**src/rtl/ternary_dot_sequencer.sv**
```systemverilog
// ----------------------------------------------------------------------------
// ternary_dot_sequencer
//
// Purpose:
//   Sequences a 32-lane ternary dot product over CHUNKS chunks. Each chunk has
//   a positive and a negative weight bitplane and a binary activation word.
//   All three arrive little-endian over an 8-bit byte bus, 12 bytes per chunk.
//   One external PopCount32 is shared in time. The CNT_POS cycle adds
//   popcount(x & wpos). The CNT_NEG cycle subtracts popcount(x & wneg).
//   When the last chunk is done, the signed sum is held on result under a
//   valid/ready handshake.
//
// Optional feature (macro TERNARY_DOT_RELU_EN):
//   When defined, result presents max(acc, 0). The accumulator stays signed
//   in both builds, so only the output value is clamped.
//
// Ports:
//   clk          in   1   clock
//   rst_n        in   1   synchronous active-low reset
//   in_data      in   8   input byte
//   in_valid     in   1   in_data valid
//   in_ready     out  1   byte accepted this cycle (LOAD_* states only)
//   pop_data     out  32  operand to the shared PopCount32
//   pop_count    in   6   combinational popcount of pop_data
//   result       out  16  signed dot product, sign-extended from ACC_W
//   result_valid out  1   result available
//   result_ready in   1   consumer takes result
//   busy         out  1   a dot product is in progress
// ----------------------------------------------------------------------------
module ternary_dot_sequencer #(
  parameter int CHUNKS = 4,
  parameter int ACC_W  = 13
) (
  input  logic        clk,
  input  logic        rst_n,
  input  logic [7:0]  in_data,
  input  logic        in_valid,
  output logic        in_ready,
  output logic [31:0] pop_data,
  input  logic [5:0]  pop_count,
  output logic [15:0] result,
  output logic        result_valid,
  input  logic        result_ready,
  output logic        busy
);

  localparam int CW = (CHUNKS > 1) ? $clog2(CHUNKS) : 1;

  typedef enum logic [2:0] {
    LOAD_POS,
    LOAD_NEG,
    LOAD_X,
    CNT_POS,
    CNT_NEG,
    DONE
  } state_t;

  state_t                   state_q, state_d;
  logic [1:0]               byte_cnt_q, byte_cnt_d;
  logic [CW-1:0]            chunk_cnt_q, chunk_cnt_d;
  logic [31:0]              wpos_q, wpos_d;
  logic [31:0]              wneg_q, wneg_d;
  logic [31:0]              x_q, x_d;
  logic signed [ACC_W-1:0]  acc_q, acc_d;
  logic [15:0]              result_q, result_d;
  logic                     result_valid_q, result_valid_d;

  // Popcount is unsigned (0..32), so zero-extend it before the signed add.
  logic signed [ACC_W-1:0]  pop_ext;
  assign pop_ext = $signed({{(ACC_W-6){1'b0}}, pop_count});

  always_comb begin
    state_d        = state_q;
    byte_cnt_d     = byte_cnt_q;
    chunk_cnt_d    = chunk_cnt_q;
    wpos_d         = wpos_q;
    wneg_d         = wneg_q;
    x_d            = x_q;
    acc_d          = acc_q;
    result_d       = result_q;
    result_valid_d = result_valid_q;
    in_ready       = 1'b0;
    pop_data       = '0;

    unique case (state_q)
      LOAD_POS, LOAD_NEG, LOAD_X: begin
        in_ready = 1'b1;
        if (in_valid) begin
          // The byte counter selects the byte lane, so byte 0 lands in [7:0].
          unique case (state_q)
            LOAD_POS: wpos_d[{byte_cnt_q, 3'b000} +: 8] = in_data;
            LOAD_NEG: wneg_d[{byte_cnt_q, 3'b000} +: 8] = in_data;
            default:  x_d[{byte_cnt_q, 3'b000} +: 8]    = in_data;
          endcase
          byte_cnt_d = byte_cnt_q + 2'd1;
          if (byte_cnt_q == 2'd3) begin
            unique case (state_q)
              LOAD_POS: state_d = LOAD_NEG;
              LOAD_NEG: state_d = LOAD_X;
              default:  state_d = CNT_POS;
            endcase
          end
        end
      end
      CNT_POS: begin
        pop_data = x_q & wpos_q;
        acc_d    = acc_q + pop_ext;
        state_d  = CNT_NEG;
      end
      CNT_NEG: begin
        pop_data = x_q & wneg_q;
        acc_d    = acc_q - pop_ext;
        if (chunk_cnt_q == CW'(CHUNKS - 1)) begin
          state_d        = DONE;
          result_valid_d = 1'b1;
          // The final sum is registered together with result_valid, so both
          // reach the output in the same cycle.
`ifdef TERNARY_DOT_RELU_EN
          result_d = acc_d[ACC_W-1] ? 16'h0000 : 16'(acc_d);
`else
          result_d = 16'(acc_d);
`endif
        end else begin
          state_d     = LOAD_POS;
          chunk_cnt_d = chunk_cnt_q + CW'(1);
        end
      end
      DONE: begin
        if (result_ready) begin
          state_d        = LOAD_POS;
          acc_d          = '0;
          chunk_cnt_d    = '0;
          result_valid_d = 1'b0;
        end
      end
      default: state_d = LOAD_POS;
    endcase
  end

  always_ff @(posedge clk) begin
    if (!rst_n) begin
      state_q        <= LOAD_POS;
      byte_cnt_q     <= '0;
      chunk_cnt_q    <= '0;
      wpos_q         <= '0;
      wneg_q         <= '0;
      x_q            <= '0;
      acc_q          <= '0;
      result_q       <= '0;
      result_valid_q <= 1'b0;
    end else begin
      state_q        <= state_d;
      byte_cnt_q     <= byte_cnt_d;
      chunk_cnt_q    <= chunk_cnt_d;
      wpos_q         <= wpos_d;
      wneg_q         <= wneg_d;
      x_q            <= x_d;
      acc_q          <= acc_d;
      result_q       <= result_d;
      result_valid_q <= result_valid_d;
    end
  end

  assign result       = result_q;
  assign result_valid = result_valid_q;
  // Idle means the first byte of a new dot product has not arrived yet.
  assign busy = !((state_q == LOAD_POS) && (byte_cnt_q == 2'd0) &&
                  (chunk_cnt_q == '0));

endmodule

```
**config.mk**
```make
export PLATFORM = sky130hd
export DESIGN_NAME = ternary_dot_sequencer
export DESIGN_NICKNAME = d
export VERILOG_FILES = /design/src/rtl/ternary_dot_sequencer.sv
export SDC_FILE = /design/constraint.sdc
export NUM_CORES = 1
export LEC_CHECK = 0
export CAP_MARGIN = 20
export CELL_PAD_IN_SITES_DETAIL_PLACEMENT = 1
export CELL_PAD_IN_SITES_GLOBAL_PLACEMENT = 1
export CORE_MARGIN = 5
export CORE_UTILIZATION = 50
export CTS_CLUSTER_DIAMETER = 80
export DETAILED_ROUTE_END_ITERATION = 8
export DONT_BUFFER_PORTS = 1
export GPL_ROUTABILITY_DRIVEN = 0
export PLACE_DENSITY = 0.87
export SLEW_MARGIN = 30
export SYNTH_ARGS = -nofsm -noshare
export SYNTH_HDL_FRONTEND = slang
export SYNTH_SLANG_ARGS = --single-unit
```
**constraint.sdc**
```tcl
create_clock -name clk -period 3.74 [get_ports clk]
set_input_delay 0.748 -clock clk [delete_from_list [all_inputs] [get_ports clk]]
set_output_delay 0.748 -clock clk [all_outputs]
set_load 0.05 [all_outputs]
```
# Word level (Yosys, flattened, before mapping)
# Index checks and enable logic that the tools add are counted.
[op_classes] muxes=19 reduce_logical=19 n_bitwise=3 shift=2 eq_ne=12 addsub=5
[ops] op="bitwise mux 32 bit" count=3
[ops] op="bitwise AND 32 bit" count=2
[ops] op="one-hot mux 32 bit (2 select lines)" count=1
[ops] op="one-hot mux 13 bit (3 select lines)" count=1
[ops] op="variable shift 8 x 7 -> 32 bit (first input constant)" count=1
[ops] op="variable part select 8 x 7 -> 32 bit" count=1
[ops] op="AND reduction 3 bit" count=6
[ops] op="adder 13 x 7 -> 13 bit" count=1
[ops] op="2-to-1 mux 13 bit" count=1
[ops] op="subtractor 13 x 7 -> 13 bit" count=1
[ops] op="2-to-1 mux 3 bit" count=4
[ops] op="one-hot mux 3 bit (4 select lines)" count=1
[ops] op="!= test 2 bit (second input constant)" count=5
[ops] op="one-hot mux 2 bit (2 select lines)" count=2
[ops] op="negation 5 -> 7 bit" count=1
[ops] op="equality test 3 x 2 -> 1 bit (second input constant)" count=2
[ops] op="equality test 3 bit (second input constant)" count=2
[ops] op="AND reduction 2 bit" count=3
[ops] op="adder 2 x 1 -> 2 bit (second input constant)" count=2
[ops] op="equality test 2 bit (second input constant)" count=2
[ops] op="zero test 2 bit" count=2
[ops] op="2-to-1 mux 2 bit" count=2
[ops] op="equality test 3 x 1 -> 1 bit (second input constant)" count=1
[ops] op="zero test 3 bit" count=1
[ops] op="other kinds (9)" count=12
[totals] reg_bits=130 inputBits=18 elab_cells=69 out_inout_bits=51

# Depth between registers and ports, before layout
[logic_depth] word_depth=5 depth_mapped=10 depth_no_buf=9

# Least setup slack after synthesis
# No wires, ideal clock.
[synth_path] path_kind="reg2out" startpoint="register state_q[1]" endpoint="output port pop_data[22]" n_path_buf=2 path_slack_ns=1.006 stages_incl_launch_ff=7 arrival_ns=1.986 required_time_ns=2.992 path_cell_list="dfxtp_1 > buf_2 > nand2_1 > nor2_1 > clkbuf_1 > a22oi_1 > nor2b_1"
[synth_between] elab_chain_len=2 word_cells_on_any_way=3 cone_classes="eq/ne: 2; mux: 1"
[synth_rtl] element="start: declaration" line_no="58" source="state_t state_q, state_d;"
[synth_rtl] element="start signal: assignment" line_no="152" source="state_q <= state_d;"
[synth_rtl] element="equality test 3 bit or equality test 3 x 2 -> 1 bit (tied branches)" line_no="85" source="unique case (state_q)"
[synth_rtl] element="one-hot mux 32 bit (2 select lines) (*)" line_no="85"
[synth_rtl] element="end: declaration" line_no="39" source="output logic [31:0] pop_data,"
# Mark *: on every way between the ends. The rest lies on a longest branch, timed or not.

# Final worst setup path
[layout_path] startpoint="register state_q[0]" endpoint="output port pop_data[4]"
# The elaborated chain is that of the path after synthesis.

==> results.py <==
metrics = {
    "global_routing": {
        "grt_max_degree": 133,
        "track_usage_pct": 26.6,
        "antenna_found_initial": 0,
        "grt_pass1_vias": 6661,
        "grt_overflow": 0,
        "grt_pass1_wl_mm": 34.1,
    },
    "critical_path": {
        "slowest_delay_ns": 0.76,
        "critPathLaunchType": "register",
        "crit_chain": "nand2_1 > nor2_2 > buf_4 > a22oi_1 > nor2b_1 > buf_4",
        "crit_buf_inv": 2,
        "cp.required_ns": 2.99,
        "crit_family": "flip-flops",
        "crit_path_max_fanout": 25,
        "crit_arrival_ns": 2.49,
        "worstSetupPathType": "register to output pin",
        "slowest_stage": "dfxtp_1",
        "cpMostUsedCell": "buf_4",
        "critPathCaptureType": "output pin",
    },
    "final_layout": {
        "multi_input_area_um2": 3760,
        "drive_gt1_share_pct": 9.96,
        "fillers": 1592,
        "post-route-util_pct": 57.5,
        "finalInstanceArea_um2": 7560,
        "area_growth_pct": 13.4,
        "ff_latch_area_um2": 2600,
        "fin_nets": 881,
        "diodes": 0,
    },
    "logic_synthesis": {
        "async_flop_share_pct": 0,
        "yosysSeqAreaShare_pct": 39.0,
        "synth_seq_cells": 130,
        "syn_area_um2": 6670,
        "synth.distinct_cells": 56,
        "yosys_warnings": 0,
        "synth_top_area_share_pct": 39.0,
        "synth_most_common_cell": "nand2_1",
        "synth_edf_count": 0,
        "syn_area_per_cell_um2": 7.97,
        "dominantRegCellSynth": "dfxtp_1",
        "synth.top_cells.by_count": "nand2_1 (143), dfxtp_1 (130), a21boi_0 (74), nand3_1 (73), clkbuf_1 (47)",
        "synthCells": 837,
        "syn_nets": 877,
        "synthTopCellsByArea": "dfxtp_1 (39%), a21boi_0 (8.3%), nand2_1 (8.1%)",
        "synth.largest_area_cell": "dfxtp_1",
    },
    "pwr": {
        "switching_share_pct": 23.4,
        "powerDensity_nw_per_um2": 432,
        "comb_power_share_pct": 6.3,
        "p_sw_w": 0.000765,
        "ir_worst_vdd_v": 0.000291,
        "p_seq_share_pct": 43.2,
        "power.internal_w": 0.00250,
        "clockPowerShare_pct": 50.4,
        "p_leak_nw": 2.65,
    },
    "sta": {
        "period_minus_slack_ns": 3.24,
        "slew-limit-headroom_pct": 32.2,
        "tightest_slew_ns": 1.02,
        "report.final.slew_viol_count": 0,
        "rsz0062_at_grt": "no",
        "hold_viol_final": 0,
        "fin_skew_ns": 0.00690,
        "finalSetupTns_ns": 0,
        "max_freq_ghz": 0.309,
        "setup_viol": 0,
        "fin_crit_sh_pct": 86.6,
        "layout_setup_ws_ns": 0.501,
    },
    "floorplan": {
        "fp-row-count": 42,
        "die_w_um": 125,
        "die_area_um2": 15700,
        "io_pins": 69,
        "die_h_um": 125,
        "initial_utilization_pct": 50.8,
        "coreArea_um2": 13100,
    },
    "drt": {
        "via_count": 6172,
        "drt_wl_total_mm": 20.9,
        "drc": 0,
        "drt-initial-drc-count": 473,
        "via_per_inst": 6.00,
        "ant_nets": 0,
        "firstDrtPassIters": 5,
        "detail_route.wl_per_cell_um": 20.3,
    },
    "clock_network": {
        "post_cts_buffers": 0,
        "cts_made_buffers": 17,
        "cts.path.max_buffers": 2,
        "clkTransAtPathRegs_ns": 0.06,
        "ctsHtreeMaxLevel": 4,
        "cts_sinks": 130,
        "post_cts_resized": 0,
        "root_buffer": "clkbuf_16",
        "cts_tree": "yes",
        "hold_buffers": 0,
        "clk_latency_ns": 0.42,
    },
    "placed_design": {
        "place_area_um2": 6980,
        "io_buffers": 0,
        "hpwl_mm": 13.6,
        "place_ws_ns": 0.955,
    },
    "hold_path": {
        "hp-class": "register to register",
    },
    "run_status": {
        "outcome": "finished clean",
    },
    "run": {
        "drv_cap": 0,
    },
}
-- area by class of cell --
class | count | share of cell area (%)
flip-flops and latches | 130 | 34.4
inverters | 18 | 0.894
multi-input cells | 632 | 49.8
repair buffers | 42 | 4.34
well taps | 176 | 2.91
clock inverters | 5 | 0.993
clock buffers | 26 | 6.60
-- metrics by stage --
| stage | hold slack (ns) | power, W | std cells |
|---|---|---|---|
| floorplan | 0.439 | 0.00160 | 837 |
| global placement | 0.446 | 0.00163 | 998 |
| detailed placement | 0.455 | 0.00164 | 998 |
| CTS | 0.454 | 0.00327 | 1029 |
| global route | 0.459 | 0.00336 | 1029 |
| finish | 0.462 | 0.00327 | 1029 |
-- final timing paths --
| path | startpoint | endpoint | slack, ns | depth (start not counted) |
|---|---|---|---|---|
| setup reg to reg | acc_q[0] | acc_q[8] | 1.18 | 9 |
| setup / recovery | state_q[0] | pop_data[4] | 0.50 | 6 |
| hold reg to reg | x_q[19] | x_q[19] | 0.46 | 2 |
| hold / removal | x_q[19] | x_q[19] | 0.46 | 2 |
-- sequential cells by signal, summed over array words and instances, names as in the netlist --
register,cells
wneg_q,32
result_valid,1
chunk_cnt_q,2
result,13
state_q,3
x_q,32
wpos_q,32
byte_cnt_q,2
acc_q,13
-- power groups by stage --
stage	combinational, W	clock [W]	sequential (W)
floorplan	0.000161	0	0.00144
global placement	0.000187	0	0.00144
detailed placement	0.000196	0	0.00144
CTS	0.000202	0.00166	0.00141
global route	0.000220	0.00172	0.00141
finish	0.000207	0.00165	0.00141
-- cells in the final DEF, fill, tap and decap left out, types with 13 or more instances in the layout --
cell       synthesis  routed
a21boi_0          74      74
ha_1              20      20
buf_4              4      41
clkbuf_16          0      17
nor2b_1           38      38
and2_1            31      31
inv_1             17      17
nor3_1            13      13
nand2b_1          15      15
a22oi_1           36      36
a21oi_1           23      23
nand3_1           73      73
nand2_1          143     143
nor2_1            44      42
xnor2_1           14      14
o21ai_0           43      43
dfxtp_1          130     129
-- worst register-to-register path: stages (launching register included) --
cell and delay [ns]:
dfxtp_1 0.38, inv_1 0.06, ha_1 0.20, fa_1 0.41, inv_1 0.08, a21oi_1 0.12
o21ai_0 0.61, nor2_1 0.17, a221oi_2 0.32, nor3_2 0.07
-- cell families after synthesis --
| kind of cell | share of synthesized area, % |
|---|---|
| buf+inv | 4.65 |
| mux | 0.150 |
| simple gates | 27.8 |
| fa+ha+maj | 4.35 |
| xor+xnor | 2.10 |
| flops | 39.0 |
| compound gates | 21.9 |
-- layer usage --
metal	vias to the layer above	global-route usage (%)	share of wire, %
met1	3022	31.5	42
met4	0	11.1	2.2
met5	-	0	0
met3	44	6.52	6.3
li1	2886	-	-
met2	220	45.9	50
(Power assumes the default switching activity.)
